==> src/rtl/snake_pkg.sv <==
// rtl/snake_pkg.sv - shared game-state, collision and direction codes for the snake game blocks
// Ports: none (package). Provides game_state_e, collision_e, direction_e and pick_verdict().
package snake_pkg;

    typedef enum logic [1:0] {
        GS_IDLE      = 2'b00,
        GS_PLAY      = 2'b01,
        GS_GAME_OVER = 2'b11
    } game_state_e;

    typedef enum logic [1:0] {
        COL_NONE  = 2'b00,
        COL_WALL  = 2'b01,
        COL_APPLE = 2'b10,
        COL_SELF  = 2'b11
    } collision_e;

    typedef enum logic [2:0] {
        DIR_IDLE  = 3'd0,
        DIR_UP    = 3'd1,
        DIR_DOWN  = 3'd2,
        DIR_LEFT  = 3'd3,
        DIR_RIGHT = 3'd4
    } direction_e;

    // Fatal hits outrank the apple so a head that reaches the apple and a
    // wall in the same frame still ends the game.
    function automatic collision_e pick_verdict(input logic wall, input logic self_hit,
                                                input logic apple);
        if (wall)
            return COL_WALL;
        else if (self_hit)
            return COL_SELF;
        else if (apple)
            return COL_APPLE;
        else
            return COL_NONE;
    endfunction

endpackage

==> src/rtl/snake_collision_ctrl_if.sv <==
// rtl/snake_collision_ctrl_if.sv - scan-side inputs and game-rule outputs of the collision controller
// master: drawing/scan side (drives x_pos, y_pos, video_on, frame_start, pixel flags, direction;
//         receives game_state, collision, update, apple_respawn, score)
// slave:  snake_collision_ctrl (the opposite directions)
interface snake_collision_ctrl_if #(
    parameter int BIT = 10
);
    import snake_pkg::*;

    logic [BIT-1:0] x_pos;
    logic [BIT-1:0] y_pos;
    logic           video_on;
    logic           frame_start;
    logic           head_active;
    logic           body_active;
    logic           apple_active;
    logic [2:0]     direction;
    game_state_e    game_state;
    collision_e     collision;
    logic           update;
    logic           apple_respawn;
    logic [7:0]     score;

    modport master (
        output x_pos, y_pos, video_on, frame_start,
        output head_active, body_active, apple_active, direction,
        input  game_state, collision, update, apple_respawn, score
    );

    modport slave (
        input  x_pos, y_pos, video_on, frame_start,
        input  head_active, body_active, apple_active, direction,
        output game_state, collision, update, apple_respawn, score
    );

endinterface

==> src/rtl/collision_accum.sv <==
// rtl/collision_accum.sv - per-frame sticky wall/self/apple hit detection
// Inputs:  clk, reset (sync, active-high), x_pos/y_pos/video_on (scan position),
//          frame_start, head_active/body_active/apple_active (one clock behind x_pos/y_pos)
// Outputs: hit_wall, hit_self, hit_apple (accumulated over the current frame)
module collision_accum
    import snake_pkg::*;
#(
    parameter int BIT      = 10,
    parameter int SIZE     = 10,
    parameter int H_ACTIVE = 640,
    parameter int V_ACTIVE = 480
) (
    input  logic           clk,
    input  logic           reset,
    input  logic [BIT-1:0] x_pos,
    input  logic [BIT-1:0] y_pos,
    input  logic           video_on,
    input  logic           frame_start,
    input  logic           head_active,
    input  logic           body_active,
    input  logic           apple_active,
    output logic           hit_wall,
    output logic           hit_self,
    output logic           hit_apple
);

    // The pixel flags describe the previous scan position, so compare them
    // against a one-stage delayed copy of the position.
    logic [BIT-1:0] x_d;
    logic [BIT-1:0] y_d;
    logic           video_on_d;

    always_ff @(posedge clk) begin
        if (reset) begin
            x_d        <= '0;
            y_d        <= '0;
            video_on_d <= 1'b0;
        end else begin
            x_d        <= x_pos;
            y_d        <= y_pos;
            video_on_d <= video_on;
        end
    end

    logic in_border;
    logic sample_wall;
    logic sample_self;
    logic sample_apple;

    assign in_border = (x_d < BIT'(SIZE)) || (x_d >= BIT'(H_ACTIVE - SIZE)) ||
                       (y_d < BIT'(SIZE)) || (y_d >= BIT'(V_ACTIVE - SIZE));

    assign sample_wall  = video_on_d && head_active && in_border;
    assign sample_self  = video_on_d && head_active && body_active;
    assign sample_apple = video_on_d && head_active && apple_active;

    // frame_start restarts the frame; the sample of that very cycle already
    // belongs to the new frame.
    always_ff @(posedge clk) begin
        if (reset) begin
            hit_wall  <= 1'b0;
            hit_self  <= 1'b0;
            hit_apple <= 1'b0;
        end else if (frame_start) begin
            hit_wall  <= sample_wall;
            hit_self  <= sample_self;
            hit_apple <= sample_apple;
        end else begin
            hit_wall  <= hit_wall  | sample_wall;
            hit_self  <= hit_self  | sample_self;
            hit_apple <= hit_apple | sample_apple;
        end
    end

endmodule

==> src/rtl/snake_collision_ctrl.sv <==
// rtl/snake_collision_ctrl.sv - snake game rules: collision verdict, IDLE/PLAY/GAME_OVER FSM, move tick, score
// Ports: clk, reset (sync, active-high), bus (snake_collision_ctrl_if.slave: scan inputs,
//        pixel flags, direction in; game_state, collision, update, apple_respawn, score out)
// Option: SNAKE_SPEEDUP_EN - move period shrinks with score (MOVE_FRAMES - score/2, min 2)
module snake_collision_ctrl
    import snake_pkg::*;
#(
    parameter int BIT         = 10,
    parameter int SIZE        = 10,
    parameter int H_ACTIVE    = 640,
    parameter int V_ACTIVE    = 480,
    parameter int MOVE_FRAMES = 8,
    parameter int OVER_FRAMES = 120,
    parameter int MAX_SCORE   = 8
) (
    input  logic                  clk,
    input  logic                  reset,
    snake_collision_ctrl_if.slave bus
);

    localparam int FW = $clog2(OVER_FRAMES + 1);

    logic hit_wall;
    logic hit_self;
    logic hit_apple;

    collision_accum #(
        .BIT      (BIT),
        .SIZE     (SIZE),
        .H_ACTIVE (H_ACTIVE),
        .V_ACTIVE (V_ACTIVE)
    ) u_accum (
        .clk          (clk),
        .reset        (reset),
        .x_pos        (bus.x_pos),
        .y_pos        (bus.y_pos),
        .video_on     (bus.video_on),
        .frame_start  (bus.frame_start),
        .head_active  (bus.head_active),
        .body_active  (bus.body_active),
        .apple_active (bus.apple_active),
        .hit_wall     (hit_wall),
        .hit_self     (hit_self),
        .hit_apple    (hit_apple)
    );

    game_state_e   state_q, state_n;
    collision_e    collision_q, collision_n;
    collision_e    verdict;
    logic [7:0]    score_q, score_n;
    logic [7:0]    move_cnt_q, move_cnt_n;
    logic [7:0]    period_q, period_n;
    logic [7:0]    period_calc;
    logic [FW-1:0] frame_cnt_q, frame_cnt_n;
    logic          tick_q, tick_n;
    logic          update_q, update_n;
    logic          respawn_q, respawn_n;

    // Sampled on the frame_start cycle the accumulators still hold the
    // finished frame's bits.
    assign verdict = pick_verdict(hit_wall, hit_self, hit_apple);

`ifdef SNAKE_SPEEDUP_EN
    logic [7:0] half_score;
    assign half_score  = score_q >> 1;
    assign period_calc = (int'(half_score) + 2 >= MOVE_FRAMES) ? 8'd2
                                                               : 8'(MOVE_FRAMES - int'(half_score));
`else
    assign period_calc = 8'(MOVE_FRAMES);
`endif

    always_ff @(posedge clk) begin
        if (reset) begin
            state_q     <= GS_IDLE;
            collision_q <= COL_NONE;
            score_q     <= '0;
            move_cnt_q  <= '0;
            period_q    <= 8'(MOVE_FRAMES);
            frame_cnt_q <= '0;
            tick_q      <= 1'b0;
            update_q    <= 1'b0;
            respawn_q   <= 1'b0;
        end else begin
            state_q     <= state_n;
            collision_q <= collision_n;
            score_q     <= score_n;
            move_cnt_q  <= move_cnt_n;
            period_q    <= period_n;
            frame_cnt_q <= frame_cnt_n;
            tick_q      <= tick_n;
            update_q    <= update_n;
            respawn_q   <= respawn_n;
        end
    end

    always_comb begin
        state_n     = state_q;
        collision_n = collision_q;
        score_n     = score_q;
        move_cnt_n  = move_cnt_q;
        period_n    = period_q;
        frame_cnt_n = frame_cnt_q;
        tick_n      = 1'b0;
        // The tick is delayed one more stage so the drawing block sees the
        // new game_state before it moves the snake.
        update_n    = tick_q;
        respawn_n   = 1'b0;

        case (state_q)
            GS_IDLE: begin
                if (bus.frame_start)
                    collision_n = COL_NONE;
                // Start is checked every clock, not just at frame boundaries.
                if (bus.direction != 3'(DIR_IDLE)) begin
                    state_n    = GS_PLAY;
                    move_cnt_n = '0;
                    period_n   = period_calc;
                end
            end

            GS_PLAY: begin
                if (bus.frame_start) begin
                    collision_n = verdict;
                    if (verdict == COL_WALL || verdict == COL_SELF) begin
                        state_n     = GS_GAME_OVER;
                        frame_cnt_n = '0;
                    end else begin
                        if (verdict == COL_APPLE) begin
                            respawn_n = 1'b1;
                            if (score_q < 8'(MAX_SCORE))
                                score_n = score_q + 8'd1;
                        end
                        if (move_cnt_q >= period_q - 8'd1) begin
                            move_cnt_n = '0;
                            tick_n     = 1'b1;
                            period_n   = period_calc;
                        end else begin
                            move_cnt_n = move_cnt_q + 8'd1;
                        end
                    end
                end
            end

            GS_GAME_OVER: begin
                if (bus.frame_start) begin
                    collision_n = COL_NONE;
                    if (frame_cnt_q == FW'(OVER_FRAMES - 1)) begin
                        state_n     = GS_IDLE;
                        score_n     = '0;
                        frame_cnt_n = '0;
                    end else begin
                        frame_cnt_n = frame_cnt_q + FW'(1);
                    end
                end
            end

            default: state_n = GS_IDLE;
        endcase
    end

    assign bus.game_state    = state_q;
    assign bus.collision     = collision_q;
    assign bus.update        = update_q;
    assign bus.apple_respawn = respawn_q;
    assign bus.score         = score_q;

endmodule
==> src/flat_wrapper.sv <==
// flat-port wrapper written by rule: the top's interface ports become plain ports
module snake_collision_ctrl_flat import snake_pkg::*;
#(
    parameter int BIT         = 10,
    parameter int SIZE        = 10,
    parameter int H_ACTIVE    = 640,
    parameter int V_ACTIVE    = 480,
    parameter int MOVE_FRAMES = 8,
    parameter int OVER_FRAMES = 120,
    parameter int MAX_SCORE   = 8
)
  (clk, reset, bus_x_pos, bus_y_pos, bus_video_on, bus_frame_start, bus_head_active, bus_body_active, bus_apple_active, bus_direction, bus_game_state, bus_collision, bus_update, bus_apple_respawn, bus_score);
  snake_collision_ctrl_if #(.BIT(BIT)) bus_i ();
  input  logic clk;
  input  logic reset;
  input wire logic [$bits(bus_i.x_pos)-1:0] bus_x_pos;
  input wire logic [$bits(bus_i.y_pos)-1:0] bus_y_pos;
  input wire logic [$bits(bus_i.video_on)-1:0] bus_video_on;
  input wire logic [$bits(bus_i.frame_start)-1:0] bus_frame_start;
  input wire logic [$bits(bus_i.head_active)-1:0] bus_head_active;
  input wire logic [$bits(bus_i.body_active)-1:0] bus_body_active;
  input wire logic [$bits(bus_i.apple_active)-1:0] bus_apple_active;
  input wire logic [$bits(bus_i.direction)-1:0] bus_direction;
  output wire logic [$bits(bus_i.game_state)-1:0] bus_game_state;
  output wire logic [$bits(bus_i.collision)-1:0] bus_collision;
  output wire logic [$bits(bus_i.update)-1:0] bus_update;
  output wire logic [$bits(bus_i.apple_respawn)-1:0] bus_apple_respawn;
  output wire logic [$bits(bus_i.score)-1:0] bus_score;
  assign bus_i.x_pos = bus_x_pos;
  assign bus_i.y_pos = bus_y_pos;
  assign bus_i.video_on = bus_video_on;
  assign bus_i.frame_start = bus_frame_start;
  assign bus_i.head_active = bus_head_active;
  assign bus_i.body_active = bus_body_active;
  assign bus_i.apple_active = bus_apple_active;
  assign bus_i.direction = bus_direction;
  assign bus_game_state = bus_i.game_state;
  assign bus_collision = bus_i.collision;
  assign bus_update = bus_i.update;
  assign bus_apple_respawn = bus_i.apple_respawn;
  assign bus_score = bus_i.score;
  snake_collision_ctrl #(.BIT(BIT), .SIZE(SIZE), .H_ACTIVE(H_ACTIVE), .V_ACTIVE(V_ACTIVE), .MOVE_FRAMES(MOVE_FRAMES), .OVER_FRAMES(OVER_FRAMES), .MAX_SCORE(MAX_SCORE)) u_core (.clk(clk), .reset(reset), .bus(bus_i));
endmodule
==> config.mk <==
export PLATFORM = sky130hd
export DESIGN_NAME = snake_collision_ctrl_flat
export DESIGN_NICKNAME = d
export VERILOG_FILES = /design/src/rtl/snake_pkg.sv /design/src/rtl/snake_collision_ctrl_if.sv /design/src/rtl/collision_accum.sv /design/src/rtl/snake_collision_ctrl.sv /design/src/flat_wrapper.sv
export SDC_FILE = /design/constraint.sdc
export NUM_CORES = 1
export LEC_CHECK = 0
export CAP_MARGIN = 5
export CORE_MARGIN = 10
export CORE_UTILIZATION = 40
export DETAILED_ROUTE_END_ITERATION = 10
export GPL_TIMING_DRIVEN = 0
export PLACE_DENSITY = 0.72
export SYNTH_ARGS = -nofsm -noshare
export SYNTH_HDL_FRONTEND = slang
export SYNTH_SLANG_ARGS = --single-unit
==> constraint.sdc <==
create_clock -name clk -period 4.1 [get_ports clk]
set_input_delay 0.41 -clock clk [delete_from_list [all_inputs] [get_ports clk]]
set_output_delay 0.41 -clock clk [all_outputs]
set_load 0.1 [all_outputs]
==> results of run 1 <==
[sequential cells by signal, summed over array words and instances (netlist names)]
register                   cells
u_core.bus.score               8
u_core.tick_q                  1
u_core.u_accum.video_on_d      1
u_core.bus.apple_respawn       1
u_core.bus.update              1
u_core.u_accum.hit_self        1
u_core.u_accum.y_d             9
u_core.bus.game_state          2
u_core.frame_cnt_q             7
u_core.u_accum.hit_wall        1
u_core.u_accum.x_d             9
u_core.u_accum.hit_apple       1
u_core.bus.collision           2
u_core.move_cnt_q              8
[cell usage after synthesis, drive strengths merged, types with 4 or more instances]
cell type / n
dfxtp: 52
nor2: 33
nor2b: 26
a21oi: 13
o21ai: 9
clkbuf: 6
ha: 6
inv: 6
nor3: 6
a31oi: 5
mux2i: 5
nand2: 5
and3: 4
nand3: 4
nor3b: 4
xnor2: 4
[worst register-to-register path, cell delays in order (launching register included)]
cell      delay (ns)
dfxtp_1         0.41
ha_1            0.25
buf_4           0.19
nor3b_2         0.24
o21ai_2         0.13
nor3_4          0.28
nand4_1         0.17
a211oi_2        0.22
[routing by layer]
layer | GRT usage (%) | wire length, um
met5 | 0 | 0
met4 | 3.80 | 47
met3 | 3.20 | 247
met2 | 17.5 | 2090
met1 | 12.6 | 2100
[cell usage in the layout (no fill, tap or decap), drive strengths merged, types with 2 or more instances in the layout]
cell type,netlist,layout
clkdlybuf4s50,0,40
o21bai,3,3
dfxtp,52,52
inv,6,6
clkbuf,6,13
mux2i,5,5
nor4,3,3
o211ai,2,2
a31oi,5,5
nand2,5,5
a32oi,2,2
nor2,33,33
buf,2,2
nor4b,2,2
xnor2,4,4
nand4b,3,3
and3,4,4
nand4,3,3
nor3,6,6
nand3,4,4
o2111ai,2,2
nor3b,4,4
and4,2,2
o21ai,9,9
ha,6,6
a21oi,13,13
nor2b,26,26
[cell type report]
| type | instances | area, sq um |
|---|---|---|
| tap | 70 | 87.6 |
| inverter | 6 | 22.5 |
| fill | 509 | 2440 |
| sequential | 52 | 1040 |
| multi-input combinational | 161 | 1090 |
| clock buffer | 7 | 76.3 |
| clock inverter | 1 | 8.76 |
| timing repair buffer | 40 | 400 |
| buffer | 8 | 41.3 |
[stage by stage]
| stage | worst slack [ns] | total power [mW] |
|---|---|---|
| global placement | 1.94 | 0.950 |
| floorplan | 1.63 | 0.859 |
| global route | 1.72 | 1.30 |
| finish | 1.78 | 1.23 |
| CTS | 1.77 | 1.24 |
| detailed placement | 1.93 | 0.958 |
[where the power goes]
group | internal, mW | leakage (nW) | switching (mW)
Sequential | 0.533 | 0.425 | 0.0239
Combinational | 0.147 | 0.574 | 0.240
Clock | 0.122 | 0.0424 | 0.163
Total | 0.802 | 1.04 | 0.428
[worst max-delay path by stage]
stage / end / startpoint / slack, ns
after floorplan: u_core.bus.score[3] / u_core.bus.game_state[0] / 1.63
after global placement: u_core.move_cnt_q[5] / bus_frame_start / 1.94
after detailed placement: u_core.move_cnt_q[7] / bus_frame_start / 1.93
after CTS: bus_score[2] / u_core.bus.score[2] / 1.77
after global routing: bus_score[2] / u_core.bus.score[2] / 1.72
final: bus_score[2] / u_core.bus.score[2] / 1.78
[cell families (layout without fill, tap and decap cells)]
| logic type | after synthesis | count (layout) | share of synthesized area (%) |
|---|---|---|---|
| muxes | 5 | 5 | 2.28 |
| xor gates and xnor gates | 5 | 5 | 2.00 |
| and+or+nand+nor | 99 | 99 | 27.1 |
| adders and majority gates | 6 | 6 | 3.42 |
| DFF | 52 | 52 | 47.5 |
| AOI/OAI and AO/OA | 46 | 46 | 14.8 |
| buffers and inverters | 14 | 62 | 2.91 |
==> results.md, run 1 <==
* Number of flops mapped to enable cells by yosys at 0
* Post-CTS setup buffer count at 0
* Worst-Skew Late Latency at 0.31 ns
* Buf/Inv on CP at 1
* Worst rel slew slack at 34.5%
* Initial Util at 42.1%
* DIE AREA at 8840 sq um
* Setup TNS Final at 0 ns
* # Max-Cap Violations at 0
* Root buffer cell: clkbuf_8
* Min-delay worst type: register to register
* Leading area contributor after synthesis: dfxtp_1
* Hold_sp: u_core.bus.collision[0]
* Slowest cell delay on critical path at 1.18 ns
* Finish-stage setup viols at 0
* WP data arrival at 1.91 ns
* Fin crit period at 2.32 ns
* Final Hold Viols at 0
* Die Width at 94.0 um
* Hold Path Sink: u_core.bus.collision[0]
* DP Area at 2680 sq um
* Clk slew on worst S/H paths at 0.09 ns
* LEAKAGE at 1.04 nW
* Final Cycle Share at 56.6%
* Slowest-stage cell, CP: clkdlybuf4s50_1
* CTS H-tree lvls at 2
* Post-synth top area share at 47.5%
* Max Clock Freq at 0.431 GHz
* Async S/R FF share, synth at 0%
* Layout cells sized above 1 at 6.91%
* Synth Flop Type: dfxtp_1
* Reg-to-Reg Start: u_core.bus.game_state[0]
* Die Ht at 94.0 um
* Yosys warns at 0
* Crit Path Category: register to output port
* CTS Buf Count at 5
* Fin util at 53.1%
* Synth area leaders: dfxtp_1, nor2b_1, nor2_1, ha_1, a21oi_1
* Worst path cell trace: clkdlybuf4s50_1
* VDD IR max at 0.284 mV
* RSZ-0062 raised after global routing: no
* Total GRT Usage at 10.6%
* Crit Path Max Fanout at 7
* Worst EP required at 3.69 ns
* Clk buf depth at 2
* Slew Limit Fails at 0
* Seq cells post-synth at 52
* R2R depth at 7
* Syn Nets at 263
* WP depth at 1
* GRT overflow at 0
* Antenna-violating nets left at 0
* Synthesized area at 2190 sq um
* DRT iter0 DRCs at 67
* R2r endpoint: u_core.bus.score[3]
* Clock sink count at 52
* CP startpoint kind: register
* Ant. Diodes at 0
* Syn Area/Cell at 9.66 sq um
* Post-route cell area at 2770 sq um
* Final Non-Filler Cells at 345
* Worst setup EP type: output port
* Hold path depth at 2
* Sequential area share after synthesis at 47.5%
* Synthesis-to-finish area growth at 26.1%
* Status: complete, no violations
* DRC violations left at 0
* Port bufs at 40
* RePlAce Congestion at 0.794
* First-pass GRT wire length at 7.69 mm
* Vias per inst at 5.06
* NumNets Final at 310
* TritonCTS clock tree: done
* Largest net degree at the start of global routing at 16
* DR vias at 1744
* PD cells at 445 nW/um^2
* Final Skew at 0.0106 ns
* Synth cell types at 50
* Final hold slack at 0.467 ns
* DRT Pass-1 Iters at 4
* Hold_buf cts at 0
* Core Box Area at 5200 sq um
* Top delay family on crit path: buffers and inverters
* Wire length per cell at 13.0 um
* I/O pins at 44
* Initial antenna violation count at 0
* Tightest Pin Transition at 0.980 ns
* Post-synthesis cell count at 227
* Worst R2R Setup Slack at 2.14 ns
* Cell total after placement at 337
* Post-CTS sizing at 0
* WL final at 4.48 mm
* Post-DP HPWL at 3.50 mm
* Row count at 26
* Number of global-route vias before repair at 1706
(Power assumes the default switching activity.)
==> inputs of run 2 (changes only) <==
Clock period 4.1 ns to 2.4 ns, I/O delays scaled along.
==> results.md, run 2 (same netlist as run 1, synthesis figures left out) <==
* Post-route cell area at 2770 sq um (+0.32%)
* Row count at 26 (unchanged)
* Status: complete, no violations
* CP startpoint kind: register
* Post-CTS sizing at 0 (unchanged)
* Worst setup EP type: output port
* DRT iter0 DRCs at 65 (-3.0%)
* Worst path cell trace: clkdlybuf4s50_1
* Final Skew at 0.00996 ns (-0.000645 ns)
* Setup WS pre-CTS at 0.386 ns (-1.54 ns)
* Setup TNS Final at 0 ns (unchanged)
* Ant. Diodes at 0 (unchanged)
* Tightest Pin Transition at 0.975 ns (-0.00421 ns)
* Most common cell after layout, fill and taps aside: dfxtp_1
* Slowest-stage cell, CP: clkdlybuf4s50_1
* Layout cells sized above 1 at 8.36% (+1.5 points)
* NumNets Final at 310 (unchanged)
* Crit Path Category: register to output port
* Die Ht at 94.0 um (unchanged)
* Worst rel slew slack at 34.8% (+0.28 points)
* Clk buf depth at 2 (unchanged)
* RePlAce Congestion at 0.772 (-2.8%)
* # Max-Cap Violations at 0 (unchanged)
* Clock sink count at 52 (unchanged)
* Synthesis-to-finish area growth at 26.5%
* DRC violations left at 0 (unchanged)
* Total GRT Usage at 10.8% (+0.22 points)
* Fin crit period at 2.19 ns
* DIE AREA at 8840 sq um (unchanged)
* WP data arrival at 1.95 ns (+0.04 ns)
* Crit Path Max Fanout at 7 (unchanged)
* Commonest non-fill, non-tap cells in the layout: dfxtp_1, clkdlybuf4s50_1, nor2_1
* VDD IR max at 0.377 mV (+33%)
* CTS H-tree lvls at 2 (unchanged)
* GRT overflow at 0 (unchanged)
* DP Area at 2680 sq um (about the same)
* CTS Buf Count at 5 (unchanged)
* Max Clock Freq at 0.456 GHz
* Port bufs at 40 (unchanged)
* Die Width at 94.0 um (unchanged)
* Wire length per cell at 13.2 um (+1.7%)
* DR vias at 1721 (-1.3%)
* Clk slew on worst S/H paths at 0.10 ns (about the same)
* WL final at 4.56 mm (+1.7%)
* I/O pins at 44 (unchanged)
* Buf/Inv on CP at 1 (unchanged)
* Final Hold Viols at 0 (unchanged)
* Post-CTS setup buffer count at 0 (unchanged)
* Vias per inst at 4.99 (-1.3%)
* Final Cycle Share at 91.4%
* Core Box Area at 5200 sq um (unchanged)
* Root buffer cell: clkbuf_8
* First-pass GRT wire length at 7.74 mm (+0.62%)
* Initial antenna violation count at 0 (unchanged)
* DRT Pass-1 Iters at 4 (unchanged)
* Worst setup margin at 0.207 ns (-1.57 ns)
* Min-delay worst type: input port to register
* Worst-Skew Late Latency at 0.31 ns (about the same)
* Number of global-route vias before repair at 1758 (+3.0%)
* Finish-stage setup viols at 0 (unchanged)
* Slowest cell delay on critical path at 1.18 ns (about the same)
* Initial Util at 42.1% (unchanged)
* Post-DP HPWL at 3.56 mm (+1.7%)
* Top delay family on crit path: buffers and inverters
* Hold_buf cts at 0 (unchanged)
* Largest regs: u_core.u_accum.x_d x9, u_core.u_accum.y_d x9
* RSZ-0062 raised after global routing: no
* Largest net degree at the start of global routing at 18 (+2)
* Antenna-violating nets left at 0 (unchanged)
* PD cells at 767 nW/um^2 (+72%)
* Overall Power at 2.13 mW (+73%)
* Worst EP required at 2.16 ns (-1.53 ns)
* LEAKAGE at 1.05 nW (+0.65%)
* TritonCTS clock tree: done
* Slew Limit Fails at 0 (unchanged)
-- run 2: path summary, 6_finish.rpt --
| path | start | endpoint | slack, ns | cells past startpoint |
|---|---|---|---|---|
| max | u_core.bus.score[2] | bus_score[2] | 0.21 | 1 |
| min | bus_x_pos[2] | u_core.u_accum.x_d[2] | 0.47 | 2 |
| max reg2reg | u_core.bus.game_state[1] | u_core.bus.score[3] | 0.46 | 8 |
| min reg2reg | u_core.tick_q | u_core.bus.update | 0.47 | 1 |
-- run 2: final cells by class --
cell class	instances	area [sq um]
buffer	8	41.3
timing repair buffer	40	400
clock buffer	5	68.8
inverter	6	22.5
fill	503	2430
clock inverter	3	22.5
tap	70	87.6
sequential	52	1040
multi-input combinational	161	1090
-- run 2: report_power, final --
group,internal (mW),leakage (nW),switching (mW)
combinational,0.251,0.574,0.411
clock,0.209,0.0485,0.301
sequential,0.913,0.426,0.0404
total,1.37,1.05,0.753
-- run 2: per-stage QoR --
| stage | hold WS (ns) | util [%] | std cells |
|---|---|---|---|
| finish | 0.468 | 53.3 | 345 |
| floorplan | 0.368 | - | 227 |
| global placement | 0.452 | 51.5 | 337 |
| CTS | 0.459 | 53.3 | 345 |
| detailed placement | 0.452 | 51.5 | 337 |
| global route | 0.470 | 53.3 | 345 |
-- run 2: routing by layer --
metal,up-vias,share of wire (%),GRT usage (%)
met5,-,0,0
met4,0,1.5,4.56
li1,896,-,-
met2,33,46,17.6
met3,8,6.1,3.92
met1,784,47,12.4
